**config.mk**
```make
export PLATFORM = sky130hd
export DESIGN_NAME = game_timer_ctrl
export DESIGN_NICKNAME = d
export VERILOG_FILES = /design/src/rtl/timer_pkg.sv /design/src/rtl/bcd_digit_down.sv /design/src/rtl/game_timer_ctrl.sv
export SDC_FILE = /design/constraint.sdc
export NUM_CORES = 1
export LEC_CHECK = 0
export ABC_CLOCK_PERIOD_IN_PS = 6000
export CORE_ASPECT_RATIO = 1.1
export CORE_MARGIN = 10
export CORE_UTILIZATION = 25
export DETAILED_ROUTE_END_ITERATION = 10
export GPL_TIMING_DRIVEN = 0
export PLACE_DENSITY_LB_ADDON = 0.1
export SKIP_LAST_GASP = 1
export SLEW_MARGIN = 15
export SYNTH_ARGS = -nofsm -noshare
export SYNTH_HDL_FRONTEND = slang
export SYNTH_HIERARCHICAL = 1
export SYNTH_SLANG_ARGS = --single-unit
```
**constraint.sdc**
```tcl
create_clock -name clk -period 6 [get_ports clk]
set_input_delay 1.2 -clock clk [delete_from_list [all_inputs] [get_ports clk]]
set_output_delay 1.2 -clock clk [all_outputs]
set_load 0.01 [all_outputs]
```
**src/rtl/timer_pkg.sv**
```systemverilog
// Shared types and helpers for the round countdown timer.
//   timer_state_t : controller state encoding
//   bcd_time_t    : packed M:ST:SU time, one BCD digit per field
//   bcd_add_sat() : add a number of seconds to a BCD time, clamped at 9:59
package timer_pkg;

  typedef enum logic [1:0] {
    IDLE    = 2'd0,
    RUN     = 2'd1,
    PAUSE   = 2'd2,
    EXPIRED = 2'd3
  } timer_state_t;

  localparam int SU_MAX = 9;
  localparam int ST_MAX = 5;
  localparam int M_MAX  = 9;

  typedef struct packed {
    logic [3:0] m;
    logic [3:0] st;
    logic [3:0] su;
  } bcd_time_t;

  // Digit-wise add with carries at 10 (units) and 6 (tens). secs <= 59 keeps
  // every intermediate within a single carry per digit.
  function automatic bcd_time_t bcd_add_sat(input bcd_time_t t, input logic [5:0] secs);
    logic [5:0] add_su;
    logic [5:0] add_st;
    logic [5:0] su_sum;
    logic [5:0] st_sum;
    logic [5:0] m_sum;
    logic       c_su;
    logic       c_st;
    bcd_time_t  r;
    add_su = secs % 6'd10;
    add_st = secs / 6'd10;
    su_sum = {2'b00, t.su} + add_su;
    c_su   = (su_sum >= 6'd10);
    if (c_su) su_sum = su_sum - 6'd10;
    st_sum = {2'b00, t.st} + add_st + {5'b0, c_su};
    c_st   = (st_sum >= 6'd6);
    if (c_st) st_sum = st_sum - 6'd6;
    m_sum  = {2'b00, t.m} + {5'b0, c_st};
    if (m_sum > 6'(M_MAX))
      r = {4'(M_MAX), 4'(ST_MAX), 4'(SU_MAX)};
    else
      r = {m_sum[3:0], st_sum[3:0], su_sum[3:0]};
    return r;
  endfunction

endpackage

```
**src/rtl/bcd_digit_down.sv**
```systemverilog
// One BCD down-counting digit with borrow chaining.
//   clk, reset       : clock, asynchronous active-high reset (digit -> RESET_VAL)
//   load, load_value : synchronous load, wins over counting
//   enable          : count qualifier shared by the whole chain
//   borrow_in       : decrement request from the less significant digit
//   digit           : current value (registered)
//   borrow_out      : this digit is at 0 and is being decremented (wraps to WRAP)
module bcd_digit_down #(
  parameter logic [3:0] WRAP      = 4'd9,
  parameter logic [3:0] RESET_VAL = 4'd0
) (
  input  logic       clk,
  input  logic       reset,
  input  logic       load,
  input  logic [3:0] load_value,
  input  logic       enable,
  input  logic       borrow_in,
  output logic [3:0] digit,
  output logic       borrow_out
);

  assign borrow_out = enable && borrow_in && (digit == 4'd0);

  always_ff @(posedge clk or posedge reset) begin
    if (reset)
      digit <= RESET_VAL;
    else if (load)
      digit <= load_value;
    else if (enable && borrow_in)
      digit <= (digit == 4'd0) ? WRAP : digit - 4'd1;
  end

endmodule

```
**src/rtl/game_timer_ctrl.sv**
```systemverilog
// Round countdown controller: three BCD digits M:ST:SU from preset down to 0:00,
// with its own one-second prescaler, start/pause/reload and bonus-time add.
//   clk, reset      : clock, asynchronous active-high reset
//   load            : reload preset, return to IDLE (highest priority)
//   start           : IDLE -> RUN
//   pause           : toggle RUN <-> PAUSE
//   add_time        : add ADD_SEC seconds, clamped at 9:59 (not in EXPIRED)
//   min_digit, sec_tens, sec_units : registered BCD time
//   running         : high while in RUN
//   time_up         : single-cycle pulse on the first EXPIRED cycle
// Optional build macro TIMER_WARN_EN adds low_time and low_time_blink.
//
// state   | meaning
// IDLE    | preset loaded, prescaler cleared, waiting for start
// RUN     | prescaler counting, digits decrement once per tick
// PAUSE   | prescaler and digits frozen, start ignored
// EXPIRED | digits at 0:00, only load leaves
module game_timer_ctrl
  import timer_pkg::*;
#(
  parameter int TICK_DIV    = 50_000_000,
  parameter int START_MIN   = 3,
  parameter int START_SEC_T = 0,
  parameter int START_SEC_U = 0,
  parameter int ADD_SEC     = 10
) (
  input  logic       clk,
  input  logic       reset,
  input  logic       load,
  input  logic       start,
  input  logic       pause,
  input  logic       add_time,
  output logic [3:0] min_digit,
  output logic [3:0] sec_tens,
  output logic [3:0] sec_units,
  output logic       running,
  output logic       time_up
`ifdef TIMER_WARN_EN
  ,
  output logic       low_time,
  output logic       low_time_blink
`endif
);

  localparam int PW = (TICK_DIV > 1) ? $clog2(TICK_DIV) : 1;
  localparam logic [PW-1:0] PRESC_LAST = PW'(TICK_DIV - 1);
  localparam bcd_time_t PRESET = {4'(START_MIN), 4'(START_SEC_T), 4'(START_SEC_U)};
  localparam logic [5:0] ADD_P  = 6'(ADD_SEC);
  // Tick and bonus in the same cycle: current - 1 + ADD_SEC == current + (ADD_SEC - 1)
  localparam logic [5:0] ADD_M1 = 6'(ADD_SEC - 1);

  timer_state_t state, state_next;
  logic [PW-1:0] presc;
  bcd_time_t cur, sum_plain, sum_tick, load_val;
  logic tick, add_en, cnt_load, dec_en, cur_zero, result_zero, expire;
  logic b_su, b_st, b_m;
  logic running_next, time_up_next;

  assign cur = {min_digit, sec_tens, sec_units};

  assign tick        = (state == RUN) && (presc == PRESC_LAST);
  assign add_en      = add_time && !load && (state != EXPIRED);
  assign sum_plain   = bcd_add_sat(cur, ADD_P);
  assign sum_tick    = bcd_add_sat(cur, ADD_M1);
  assign cur_zero    = (cur == '0);
  assign dec_en      = tick && !load && !add_en && !cur_zero;
  assign cnt_load    = load || add_en;
  // Expiry looks at the net result, so a bonus landing on a tick can rescue 0:01.
  assign result_zero = add_en ? (sum_tick == '0) : (cur <= 12'h001);
  assign expire      = tick && result_zero;

  always_comb begin
    load_val = sum_plain;
    if (load)
      load_val = PRESET;
    else if (tick)
      load_val = sum_tick;
  end

  bcd_digit_down #(.WRAP(4'(SU_MAX)), .RESET_VAL(4'(START_SEC_U))) u_su (
    .clk        (clk),
    .reset      (reset),
    .load       (cnt_load),
    .load_value (load_val.su),
    .enable     (dec_en),
    .borrow_in  (1'b1),
    .digit      (sec_units),
    .borrow_out (b_su)
  );

  bcd_digit_down #(.WRAP(4'(ST_MAX)), .RESET_VAL(4'(START_SEC_T))) u_st (
    .clk        (clk),
    .reset      (reset),
    .load       (cnt_load),
    .load_value (load_val.st),
    .enable     (dec_en),
    .borrow_in  (b_su),
    .digit      (sec_tens),
    .borrow_out (b_st)
  );

  bcd_digit_down #(.WRAP(4'(M_MAX)), .RESET_VAL(4'(START_MIN))) u_m (
    .clk        (clk),
    .reset      (reset),
    .load       (cnt_load),
    .load_value (load_val.m),
    .enable     (dec_en),
    .borrow_in  (b_st),
    .digit      (min_digit),
    .borrow_out (b_m)
  );

  // State register
  always_ff @(posedge clk or posedge reset) begin
    if (reset)
      state <= IDLE;
    else
      state <= state_next;
  end

  // Next-state logic; load beats start beats pause, expiry beats pause
  always_comb begin
    state_next = state;
    if (load) begin
      state_next = IDLE;
    end else begin
      case (state)
        IDLE:    if (start) state_next = RUN;
        RUN: begin
          if (expire)     state_next = EXPIRED;
          else if (pause) state_next = PAUSE;
        end
        PAUSE:   if (pause) state_next = RUN;
        EXPIRED: state_next = EXPIRED;
        default: state_next = IDLE;
      endcase
    end
  end

  // Output logic, computed from the next state so the registers line up with state
  always_comb begin
    running_next = (state_next == RUN);
    time_up_next = (state_next == EXPIRED) && (state != EXPIRED);
  end

  always_ff @(posedge clk or posedge reset) begin
    if (reset) begin
      running <= 1'b0;
      time_up <= 1'b0;
    end else begin
      running <= running_next;
      time_up <= time_up_next;
    end
  end

  // Prescaler: counts only in RUN, frozen in PAUSE so resume keeps the phase
  always_ff @(posedge clk or posedge reset) begin
    if (reset) begin
      presc <= '0;
    end else if (load) begin
      presc <= '0;
    end else begin
      case (state)
        RUN:     presc <= (presc == PRESC_LAST) ? '0 : presc + PW'(1);
        PAUSE:   presc <= presc;
        default: presc <= '0;
      endcase
    end
  end

`ifdef TIMER_WARN_EN
  logic low_next, blink_next;

  // Low-time flag is evaluated on the value the digits will hold next cycle.
  // A plain decrement takes cur to <= 0:10 exactly when cur <= 0:11.
  always_comb begin
    low_next = 1'b0;
    if (!load && (state_next == RUN || state_next == PAUSE)) begin
      if (add_en)
        low_next = (load_val <= 12'h010);
      else if (dec_en)
        low_next = (cur <= 12'h011);
      else
        low_next = (cur <= 12'h010);
    end
    blink_next = 1'b0;
    if (low_next)
      blink_next = tick ? ~low_time_blink : low_time_blink;
  end

  always_ff @(posedge clk or posedge reset) begin
    if (reset) begin
      low_time       <= 1'b0;
      low_time_blink <= 1'b0;
    end else begin
      low_time       <= low_next;
      low_time_blink <= blink_next;
    end
  end
`endif

`ifndef SYNTHESIS
  always @(posedge clk) begin
    assert (START_MIN >= 0 && START_MIN <= M_MAX)
      else $error("START_MIN out of digit range");
    assert (START_SEC_T >= 0 && START_SEC_T <= ST_MAX)
      else $error("START_SEC_T out of digit range");
    assert (START_SEC_U >= 0 && START_SEC_U <= SU_MAX)
      else $error("START_SEC_U out of digit range");
    assert (ADD_SEC >= 1 && ADD_SEC <= 59)
      else $error("ADD_SEC out of range");
    assert (!b_m)
      else $error("minutes digit borrowed below 0:00");
    assert (min_digit <= 4'(M_MAX) && sec_tens <= 4'(ST_MAX) && sec_units <= 4'(SU_MAX))
      else $error("illegal BCD digit");
  end
`endif

endmodule

```
==> flow_summary.json <==
{
  "num_rows": 45,
  "drt_first_pass_iters": 4,
  "worst_setup_hold_path_clk_slew_ns": 0.07,
  "synth-xor-area-share_pct": 4.75,
  "mappedNetlistArea_um2": 3500,
  "dieArea_um2": 19100,
  "detail_route.wirelength_um": 10200,
  "switching_share_pct": 43.2,
  "yosys.cell_types.count": 69,
  "hold_path_class": "register to register",
  "clock_tree.htree_level_count": 2,
  "start_kind": "register",
  "dpl.cell_count": 638,
  "post_synth_fa_ha_maj_area_fraction_pct": 6.43,
  "setup_viol": 0,
  "rsz_0062_raised_after_global_routing": "no",
  "drt_iter0_drc": 130,
  "floorplan.die.width_um": 133,
  "postSynth.asyncResetShare_pct": 100,
  "worst_setup_path_end_kind": "register",
  "tritoncts": "built",
  "timing.fmax_ghz": 0.181,
  "worst_slew_slack_as_a_fraction_of_its_limit_pct": 41.7,
  "port_buffers": 18,
  "gate_count_after_technology_mapping": 429,
  "synth.yosys.warnings": 6,
  "grt-ovfl-total": 0,
  "yosys.area_share.simple_pct": 29.6,
  "period_needed_ns": 5.52,
  "hold_viol": 0,
  "cts_hold_buf": 0,
  "main_combinational_cell_family_by_area_after_synthesis": "simple AND/OR/NAND/NOR gates",
  "synth.area.mux_share_pct": 2.07,
  "worst_ep_required_time_ns": 6.18,
  "clk-insertion-delay-late_ns": 0.30,
  "globalplace.congestion": 0.809,
  "setup_tns_ns": 0,
  "pwr_density_cell_nw_per_um2": 360,
  "synth_edf_count": 0,
  "route.detailed.drc": 0,
  "power_switching_w": 0.000637,
  "synth-seq-cells": 42,
  "postSynthAreaPerCell_um2": 8.16,
  "area_contributors_post_synth": "dfrtp_1 29%, ha_1 6.4%, o21ai_0 5.1%",
  "routed-via-count": 3192,
  "count_leader_synth": "nor2_1",
  "share_seq_of_total_power_pct": 26.4,
  "grt_max_degree": 31,
  "clock_sink_count": 42,
  "power.static_leakage_nw": 1.66,
  "fraction_of_the_mapped_netlist_area_in_compound_gates_pct": 23.2,
  "initial_standard_cell_utilization_of_the_core_pct": 25.4,
  "final_layout_size_suffix_gt1_share_pct": 7.21,
  "fin_worst_skew_ns": 0.00419,
  "die_height_um": 144,
  "wl_per_cell_um": 15.8,
  "critPathKind": "register to register",
  "timing.final.crit_share_pct": 92.0,
  "stdcell_count": 646,
  "yosys.area.top_type": "dfrtp_1",
  "max_slew_violation_total_from_the_final_report": 0,
  "cell_at_the_root_of_the_clock_tree": "clkbuf_16",
  "via_count_of_the_first_global_routing_pass": 3411,
  "portion_of_synthesized_cell_area_occupied_by_the_leading_cell_type_pct": 28.6,
  "outcome": "finished clean",
  "grt_pass1_wl_um": 17100,
  "core_area_um2": 13800,
  "clkPwrFrac_pct": 19.7,
  "number_of_nets_with_antenna_violations_after_routing": 0,
  "grt_util_all_layers_pct": 11.0,
  "layout-area-overhead-vs-synth_pct": 16.9,
  "timing.critical_path.arrival_ns": 5.70,
  "synth_sequential_area_ratio_pct": 30.1,
  "yosys_most_used_dff": "dfrtp_1",
  "place.detailed.hpwl_um": 7770,
  "power_frac_comb_pct": 53.9,
  "num-nets-final": 481,
  "cts-buffers-inserted": 5,
  "route.detailed.vias_per_inst": 4.94,
  "clock_path_buffers": 2,
  "post_synth_most_frequent_cells": "47 x nor2_1, 43 x nand2_1, 40 x dfrtp_1",
  "cts.repair_timing.setup_buffer_count": 0,
  "vdd.ir_drop.worst_uv": 149,
  "initial_antenna_violation_count": 0,
  "p_int_w": 0.000838,
  "n_fill_cell": 1510,
  "antenna_cells": 0,
  "top_level_port_count": 20,
  "cp_max_fo": 9,
  "measured_slew_at_the_worst_slew_check_pin_ns": 0.867,
  "drv_cap": 0
}
==> through the flow <==
| stage | hold WS, ns | area, um2 | utilization, % | worst slack (ns) | power, W |
|---|---|---|---|---|---|
| finish | 0.492 | 4090 | 29.7 | 0.480 | 0.00147 |
| global route | 0.515 | 4090 | 29.7 | 0.0504 | 0.00161 |
| CTS | 0.488 | 4090 | 29.6 | 0.249 | 0.00150 |
| detailed placement | 0.479 | 3940 | 28.5 | 0.285 | 0.00119 |
| global placement | 0.468 | 3920 | 28.4 | 0.0570 | 0.00118 |
| floorplan | 0.438 | 3510 | - | 1.10 | 0.000948 |
==> final timing paths <==
kind,startpoint,endpoint,slack (ns),depth (start not counted)
min in group asynchronous,reset,u_m/digit[2],1.28,2
setup reg to reg,u_su/digit[1],u_st/digit[1],0.48,22
max in group asynchronous,reset,presc[5],4.06,2
hold / removal,presc[25],presc[25],0.49,1
setup / recovery,u_su/digit[1],u_st/digit[1],0.48,22
hold reg to reg,presc[25],presc[25],0.49,1
==> sequential cells by signal (all words and copies together), names as in the netlist <==
signal / cells
u_st/digit: 4
state: 2
presc: 26
u_su/digit: 4
time_up: 1
running: 1
u_m/digit: 4
==> layer usage <==
layer / vias up / track usage (%) / wire length [um]
met5: - / 0 / 0
met4: 0 / 2.95 / 71
met3: 10 / 2.78 / 320
met2: 26 / 21.1 / 5470
met1: 1516 / 11.8 / 4360
li1: 1640 / - / -
==> layout make-up <==
cell class                      count  area [um2]  area share [%]
Sequential cell                    42        1050            25.8
Clock inverter                      2        12.5           0.306
Tap cell                          188         235            5.75
Clock buffer                        6         139            3.39
Timing Repair Buffer               19         188            4.59
Multi-Input combinational cell    355        2330            57.0
Inverter                           19        71.3            1.74
Buffer                             15        58.8            1.44
==> cell families (layout without fill, tap and decap cells) <==
logic type | Yosys count | count (layout)
flops | 42 | 42
other cells | 1 | 3
fa+ha+maj | 18 | 18
mux | 7 | 7
simple gates | 185 | 185
buf+inv | 34 | 61
compound gates | 123 | 123
xor+xnor | 19 | 19
==> layout by cell type (no fill, tap or decap), drive strengths merged, types with 15 or more instances in the layout <==
cell type / instances
nand3: 17
clkbuf: 19
nor2: 47
a21oi: 15
o21ai: 38
clkdlybuf4s50: 18
ha: 18
inv: 19
nand2: 43
dfrtp: 40
==> timing repair <==
item | 4_1_cts | 5_1_grt
resized for setup | 0 | 2
setup endpoints to repair | 0 | 8
hold endpoints to repair | 0 | 0
==> critical path, cell delays in order (launching register included) <==
cell and delay, ns:
dfrtp_1 0.51, inv_1 0.17, ha_1 0.31, inv_1 0.11, ha_1 0.21, a21oi_1 0.05, a311o_1 0.38, ha_1 0.28
ha_1 0.27, xor2_1 0.18, ha_1 0.29, a31o_2 0.24, nor3_1 0.20, nand2_1 0.17, ha_1 0.28, ha_1 0.35
o21ai_0 0.08, mux2_2 0.32, nor2_1 0.18, or2_2 0.22, a2bb2oi_1 0.18, nor2_1 0.06, a221o_1 0.36
==> power groups by stage <==
stage	combinational [W]	sequential, W	clock [W]
after floorplan	0.000565	0.000383	0
after CTS	0.000804	0.000390	0.000306
after global routing	0.000896	0.000400	0.000316
final	0.000794	0.000389	0.000291
after global placement	0.000789	0.000395	0
after detailed placement	0.000799	0.000395	0
(Power assumes the default switching activity.)
